$ cat src/rtl/psum_drain_if.sv
// Stream bundle between the bottom PE row, the drain stage and the writeback path.
// The slave side is the drain stage itself; the master side feeds the lanes and takes the beats.
interface psum_drain_if #(
  parameter int outputBits = 32
);
  logic                  in_valid;
  logic                  in_last;
  logic [outputBits-1:0] s;
  logic [outputBits-1:0] t;
  logic [outputBits-1:0] u;
  logic [outputBits-1:0] v;
  logic [outputBits-1:0] out_data;
  logic [1:0]            out_lane;
  logic                  out_valid;
  logic                  out_ready;

  modport master (
    output in_valid, in_last, s, t, u, v, out_ready,
    input  out_data, out_lane, out_valid
  );

  modport slave (
    input  in_valid, in_last, s, t, u, v, out_ready,
    output out_data, out_lane, out_valid
  );
endinterface

$ cat src/rtl/psum_drain.sv
// Accumulates the four partial-sum lanes across K-tiles, queues each finished vector,
// and serialises it one lane per beat onto a valid/ready stream for writeback.
module psum_drain #(
  parameter int outputBits = 32,
  parameter int DEPTH      = 4
) (
  input  logic                   clk,
  input  logic                   rst,
  psum_drain_if.slave            bus,
  output logic [$clog2(DEPTH):0] fifo_count,
  output logic                   overflow
);
  localparam int AW = $clog2(DEPTH);
  localparam logic [AW:0] FULL_COUNT = (AW+1)'(DEPTH);
  localparam logic [AW:0] COUNT_ONE  = (AW+1)'(1);

  typedef enum logic {IDLE, SEND} state_t;

  state_t                state;
  state_t                state_next;
  logic [outputBits-1:0] acc     [4];
  logic [outputBits-1:0] lane_in [4];
  logic [outputBits-1:0] sum     [4];
  logic [outputBits-1:0] mem     [DEPTH][4];
  logic                  first;
  logic [AW-1:0]         wr_ptr;
  logic [AW-1:0]         rd_ptr;
  logic [1:0]            lane;
  logic [AW:0]           count_next;
  logic                  push_req;
  logic                  push;
  logic                  accept;
  logic                  pop;

  assign lane_in[0] = bus.s;
  assign lane_in[1] = bus.t;
  assign lane_in[2] = bus.u;
  assign lane_in[3] = bus.v;

  always_comb begin
    for (int i = 0; i < 4; i++) begin
      sum[i] = (first ? '0 : acc[i]) + lane_in[i];
    end
  end

  // Admission looks only at the registered count, so a full FIFO rejects even while popping.
  assign push_req = bus.in_valid && bus.in_last;
  assign push     = push_req && (fifo_count < FULL_COUNT);
  assign accept   = (state == SEND) && bus.out_ready;
  assign pop      = accept && (lane == 2'd3);

  always_comb begin
    count_next = fifo_count;
    if (push && !pop) begin
      count_next = fifo_count + COUNT_ONE;
    end else if (pop && !push) begin
      count_next = fifo_count - COUNT_ONE;
    end
  end

  // Looking at the post-update count lets a fresh push start sending on the very next cycle.
  always_comb begin
    state_next = state;
    unique case (state)
      IDLE:    if (count_next != '0) state_next = SEND;
      SEND:    if (pop) state_next = (count_next != '0) ? SEND : IDLE;
      default: state_next = IDLE;
    endcase
  end

  assign bus.out_valid = (state == SEND);
  assign bus.out_lane  = lane;
  assign bus.out_data  = mem[rd_ptr][lane];

  always_ff @(posedge clk) begin
    if (rst) begin
      state <= IDLE;
    end else begin
      state <= state_next;
    end
  end

  always_ff @(posedge clk) begin
    if (rst) begin
      first      <= 1'b1;
      wr_ptr     <= '0;
      rd_ptr     <= '0;
      lane       <= '0;
      fifo_count <= '0;
      overflow   <= 1'b0;
      for (int i = 0; i < 4; i++) begin
        acc[i] <= '0;
      end
      for (int e = 0; e < DEPTH; e++) begin
        for (int i = 0; i < 4; i++) begin
          mem[e][i] <= '0;
        end
      end
    end else begin
      fifo_count <= count_next;
      if (bus.in_valid) begin
        first <= bus.in_last;
        if (!bus.in_last) begin
          for (int i = 0; i < 4; i++) begin
            acc[i] <= sum[i];
          end
        end
      end
      if (push) begin
        for (int i = 0; i < 4; i++) begin
          mem[wr_ptr][i] <= sum[i];
        end
        wr_ptr <= wr_ptr + AW'(1);
      end
      if (push_req && !push) begin
        overflow <= 1'b1;
      end
      if (accept) begin
        lane <= lane + 2'd1;
      end
      if (pop) begin
        rd_ptr <= rd_ptr + AW'(1);
      end
    end
  end
endmodule

$ cat src/flat_wrapper.sv
// flat-port wrapper written by rule: the top's interface ports become plain ports
module psum_drain_flat 
#(
  parameter int outputBits = 32,
  parameter int DEPTH      = 4
)
  (clk, rst, fifo_count, overflow, bus_in_valid, bus_in_last, bus_s, bus_t, bus_u, bus_v, bus_out_ready, bus_out_data, bus_out_lane, bus_out_valid);
  psum_drain_if #(.outputBits(outputBits)) bus_i ();
  input  logic clk;
  input  logic rst;
  output logic [$clog2(DEPTH):0] fifo_count;
  output logic overflow;
  input wire logic [$bits(bus_i.in_valid)-1:0] bus_in_valid;
  input wire logic [$bits(bus_i.in_last)-1:0] bus_in_last;
  input wire logic [$bits(bus_i.s)-1:0] bus_s;
  input wire logic [$bits(bus_i.t)-1:0] bus_t;
  input wire logic [$bits(bus_i.u)-1:0] bus_u;
  input wire logic [$bits(bus_i.v)-1:0] bus_v;
  input wire logic [$bits(bus_i.out_ready)-1:0] bus_out_ready;
  output wire logic [$bits(bus_i.out_data)-1:0] bus_out_data;
  output wire logic [$bits(bus_i.out_lane)-1:0] bus_out_lane;
  output wire logic [$bits(bus_i.out_valid)-1:0] bus_out_valid;
  assign bus_i.in_valid = bus_in_valid;
  assign bus_i.in_last = bus_in_last;
  assign bus_i.s = bus_s;
  assign bus_i.t = bus_t;
  assign bus_i.u = bus_u;
  assign bus_i.v = bus_v;
  assign bus_i.out_ready = bus_out_ready;
  assign bus_out_data = bus_i.out_data;
  assign bus_out_lane = bus_i.out_lane;
  assign bus_out_valid = bus_i.out_valid;
  psum_drain #(.outputBits(outputBits), .DEPTH(DEPTH)) u_core (.clk(clk), .rst(rst), .bus(bus_i), .fifo_count(fifo_count), .overflow(overflow));
endmodule
$ cat config.mk
export PLATFORM = sky130hd
export DESIGN_NAME = psum_drain_flat
export DESIGN_NICKNAME = d
export VERILOG_FILES = /design/src/rtl/psum_drain_if.sv /design/src/rtl/psum_drain.sv /design/src/flat_wrapper.sv
export SDC_FILE = /design/constraint.sdc
export NUM_CORES = 1
export LEC_CHECK = 0
export ABC_AREA = 1
export CORE_MARGIN = 2
export CORE_UTILIZATION = 28
export DETAILED_ROUTE_END_ITERATION = 10
export SLEW_MARGIN = 10
export SYNTH_ARGS = -nofsm -noshare
export SYNTH_HDL_FRONTEND = slang
export SYNTH_SLANG_ARGS = --single-unit
export TNS_END_PERCENT = 50
$ cat constraint.sdc
create_clock -name clk -period 5.91 [get_ports clk]
set_clock_uncertainty 0.05 [all_clocks]
set_input_delay 1.182 -clock clk [delete_from_list [all_inputs] [get_ports clk]]
set_output_delay 1.182 -clock clk [all_outputs]
set_load 0.01 [all_outputs]
==> reports/qor.txt <==
IO Pins -> 172
Critical path endpoint category -> output port
Min Tclk post-route -> 4.78 ns
Worst path slowest cell -> dfxtp_4
Clock Latency Late Sink -> 0.63 ns
Routed length per instance -> 17.3 µm
Max FO, Critical Path -> 61
Avg Cell Area, Syn -> 8.47 µm²
Routability Congestion -> 0.907
Psw -> 3220 µW
GR Overflow Total -> 0
Largest net degree at the start of global routing -> 129
P_int -> 8690 µW
Placed cell count -> 6318
Arr. time, crit path -> 3.54 ns
H-tree depth -> 3
Final worst slack -> 1.13 ns
Unrepaired setup endpoints after global routing -> false
Synth warn -> 0
Post-route antenna net violation count -> 0
Routed WL -> 112000 µm
First-pass DRT Iterations -> 5
N_diodes -> 0
Area delta synth->final -> 15.3%
Reg power frac -> 45.4%
Tcrit/Tclk final -> 80.8%
VDD IR max -> 202 µV
Synthesized net count -> 4769
Met3 routed wirelength -> 7940 µm
Final Setup Violations -> 0
WP buf/inv -> 2
Finished Layout Cells -> 6458
Crit Path Category -> flip-flop to output port
Crit-path cells -> buf_4, mux2i_1, o211ai_1, nand3_1, nand2_1, clkdlybuf4s50_1
Leak -> 0.0189 µW
Reg area -> 0.0195 mm²
Setup TNS -> 0 ns
Cell Rows -> 135
Worst path required time -> 4.68 ns
Initial core utilization -> 28.2%
Fraction of layout cells with a size suffix above 1 -> 3.57%
Multi-input gate area in the final layout -> 0.0148 mm²
Total power after layout -> 11900 µW
Max Used Layer -> met5
Least-Margin Pin Slew -> 1.03 ns
Post-synth cell types -> 32
Die Footprint -> 0.139 mm²
Power density of the placed cells -> 271 mW/mm²
Placed wire-length estimate -> 76600 µm
Routed wl met2 -> 51600 µm
Met1 WL -> 49000 µm
Most frequent cells in the layout -> nand2_1, nor2_1, inv_1, edfxtp_1, a21oi_1
Clock Pin Slew Worst Setup and Hold Paths -> 0.05 ns
First-pass GRT wire length -> 169000 µm
Post-CTS resize count -> 0
Core ar. -> 0.135 mm²
CP max stage delay -> 0.89 ns
Fill cells -> 14000
CP top delay family -> buffers and inverters
Clock share of power -> 39.9%
Final hold slack -> 0.402 ns
Most common cell after layout, fill and taps aside -> nand2_1
I/O Buffers -> 171
Slew margin rel. -> 31.5%
Cts hold-fix bufs -> 0
Slew Viols, Final -> 0
Initial antenna violation count -> 10
Worst Setup Start Kind -> flip-flop
Setup Fix Bufs, Post-CTS -> 0
Pre-CTS setup slack -> 1.38 ns
Total GRT Usage -> 15.7%
Status -> finished, final reports clean
Comb pwr share -> 14.7%
Seq/Total Area, Yosys -> 51.1%
Mapped Area -> 0.0381 mm²
Vias in the first global route -> 28200
Worst Hold Class -> flip-flop to flip-flop
Die W -> 373 µm
FF+latch count, synth -> 654
Sw Share -> 27.0%
FMAX -> 209 MHz
Clock Sinks -> 654
Maxcap violations -> 0
First-iteration detailed-routing DRC count -> 2771
Detailed-route via count -> 29800
Post-Syn Instances -> 4501
CTS tree -> built
Die height -> 373 µm
CTS Root Cell -> clkbuf_16
Final hold vios -> 0
Max Buffers Root-to-Sink -> 3
Vias per cell -> 4.61
DRC -> 0
Total CTS buffers -> 79
Final nets -> 4886
-- synthesized netlist by cell type --
| library cell | instances | share of area (%) |
|---|---|---|
| o21ai_1 | 35 | 0.46 |
| o21a_1 | 1 | 0.020 |
| edfxtp_1 | 640 | 50 |
| nor3_1 | 20 | 0.26 |
| nor2_1 | 929 | 9.1 |
| clkinv_1 | 1 | 0.0098 |
| buf_8 | 4 | 0.16 |
| o211ai_1 | 129 | 2.5 |
| nor2_2 | 2 | 0.033 |
| a21o_1 | 4 | 0.079 |
| inv_1 | 716 | 7.0 |
| xor2_1 | 5 | 0.11 |
| nand4_1 | 16 | 0.26 |
| buf_6 | 48 | 1.4 |
| o21ai_0 | 139 | 1.8 |
| o21bai_1 | 8 | 0.16 |
| nand3b_1 | 8 | 0.16 |
| or2_2 | 1 | 0.016 |
| ha_1 | 131 | 4.3 |
| buf_12 | 6 | 0.32 |
| nand2_1 | 991 | 9.8 |
| buf_1 | 9 | 0.089 |
| nand3_1 | 124 | 1.6 |
| buf_2 | 20 | 0.26 |
| clkbuf_1 | 78 | 0.77 |
| buf_4 | 12 | 0.24 |
| mux2i_1 | 128 | 3.4 |
| xnor2_1 | 61 | 1.4 |
| a21oi_1 | 215 | 2.8 |
| dfxtp_1 | 14 | 0.73 |
| inv_2 | 2 | 0.020 |
| fa_1 | 4 | 0.21 |
-- layout make-up --
type                    count  share of cell area, %
clock buffers             102                   4.74
clock inverters            38                  0.908
inverters                 719                   6.15
multi-input cells        2951                   33.6
flip-flops and latches    654                   44.4
well taps                1781                   5.07
repair buffers            213                   5.18
-- metrics by stage --
stage / instance area, µm² / utilization [%]
after floorplan: 38100 / -
after global placement: 41500 / 30.7
after detailed placement: 41500 / 30.7
after CTS: 44000 / 32.5
after global routing: 44000 / 32.5
final: 44000 / 32.5
-- registers in the layout, indices dropped and copies added, names as in the netlist, named ones only --
register / cells
u_core.bus.out_lane: 2
u_core.fifo_count: 3
u_core.mem: 512
u_core.acc: 128
u_core.rd_ptr: 2
u_core.wr_ptr: 2
u_core.overflow: 1
u_core.bus.out_valid: 1
u_core.first: 1
-- layer usage --
| layer | track usage, % | vias to the layer above |
|---|---|---|
| met4 | 5.01 | 12 |
| met2 | 25.5 | 856 |
| li1 | - | 14800 |
| met3 | 2.99 | 164 |
| met1 | 21.0 | 14000 |
| met5 | 0 | - |
-- worst reg2reg max path, delay by kind of cell, from the launching register on --
| kind | cells | cell delay (ns) |
|---|---|---|
| flip-flops | 1 | 0.67 |
| AND/OR/NAND/NOR | 8 | 0.86 |
| buffers and inverters | 1 | 0.51 |
| XOR/XNOR | 1 | 0.47 |
| adder cells (fa/ha/maj) | 2 | 0.73 |
-- final timing paths --
path,startpoint,endpoint,slack (ns),cells after the start
max reg2reg,u_core.first,u_core.mem[0][76],2.34,12
min,u_core.overflow,u_core.overflow,0.40,2
min reg2reg,u_core.overflow,u_core.overflow,0.40,2
max,flip-flop,bus_out_data[28],1.13,6
-- power groups by stage --
stage / clock, µW / combinational (µW) / sequential (µW)
finish: 4750 / 1750 / 5410
global route: 5010 / 1930 / 5430
CTS: 4840 / 1770 / 5410
detailed placement: 0 / 1760 / 5510
global placement: 0 / 1750 / 5500
floorplan: 0 / 976 / 5510
-- kinds of logic after synthesis --
| family | Yosys count | synth area share, % |
|---|---|---|
| simple gates | 2091 | 21.3 |
| xor+xnor | 66 | 1.52 |
| flops | 654 | 51.1 |
| compound gates | 531 | 7.90 |
| buf+inv | 896 | 10.3 |
| fa+ha+maj | 135 | 4.51 |
| mux | 128 | 3.36 |
Note: power is estimated with default switching activity, not from simulation.
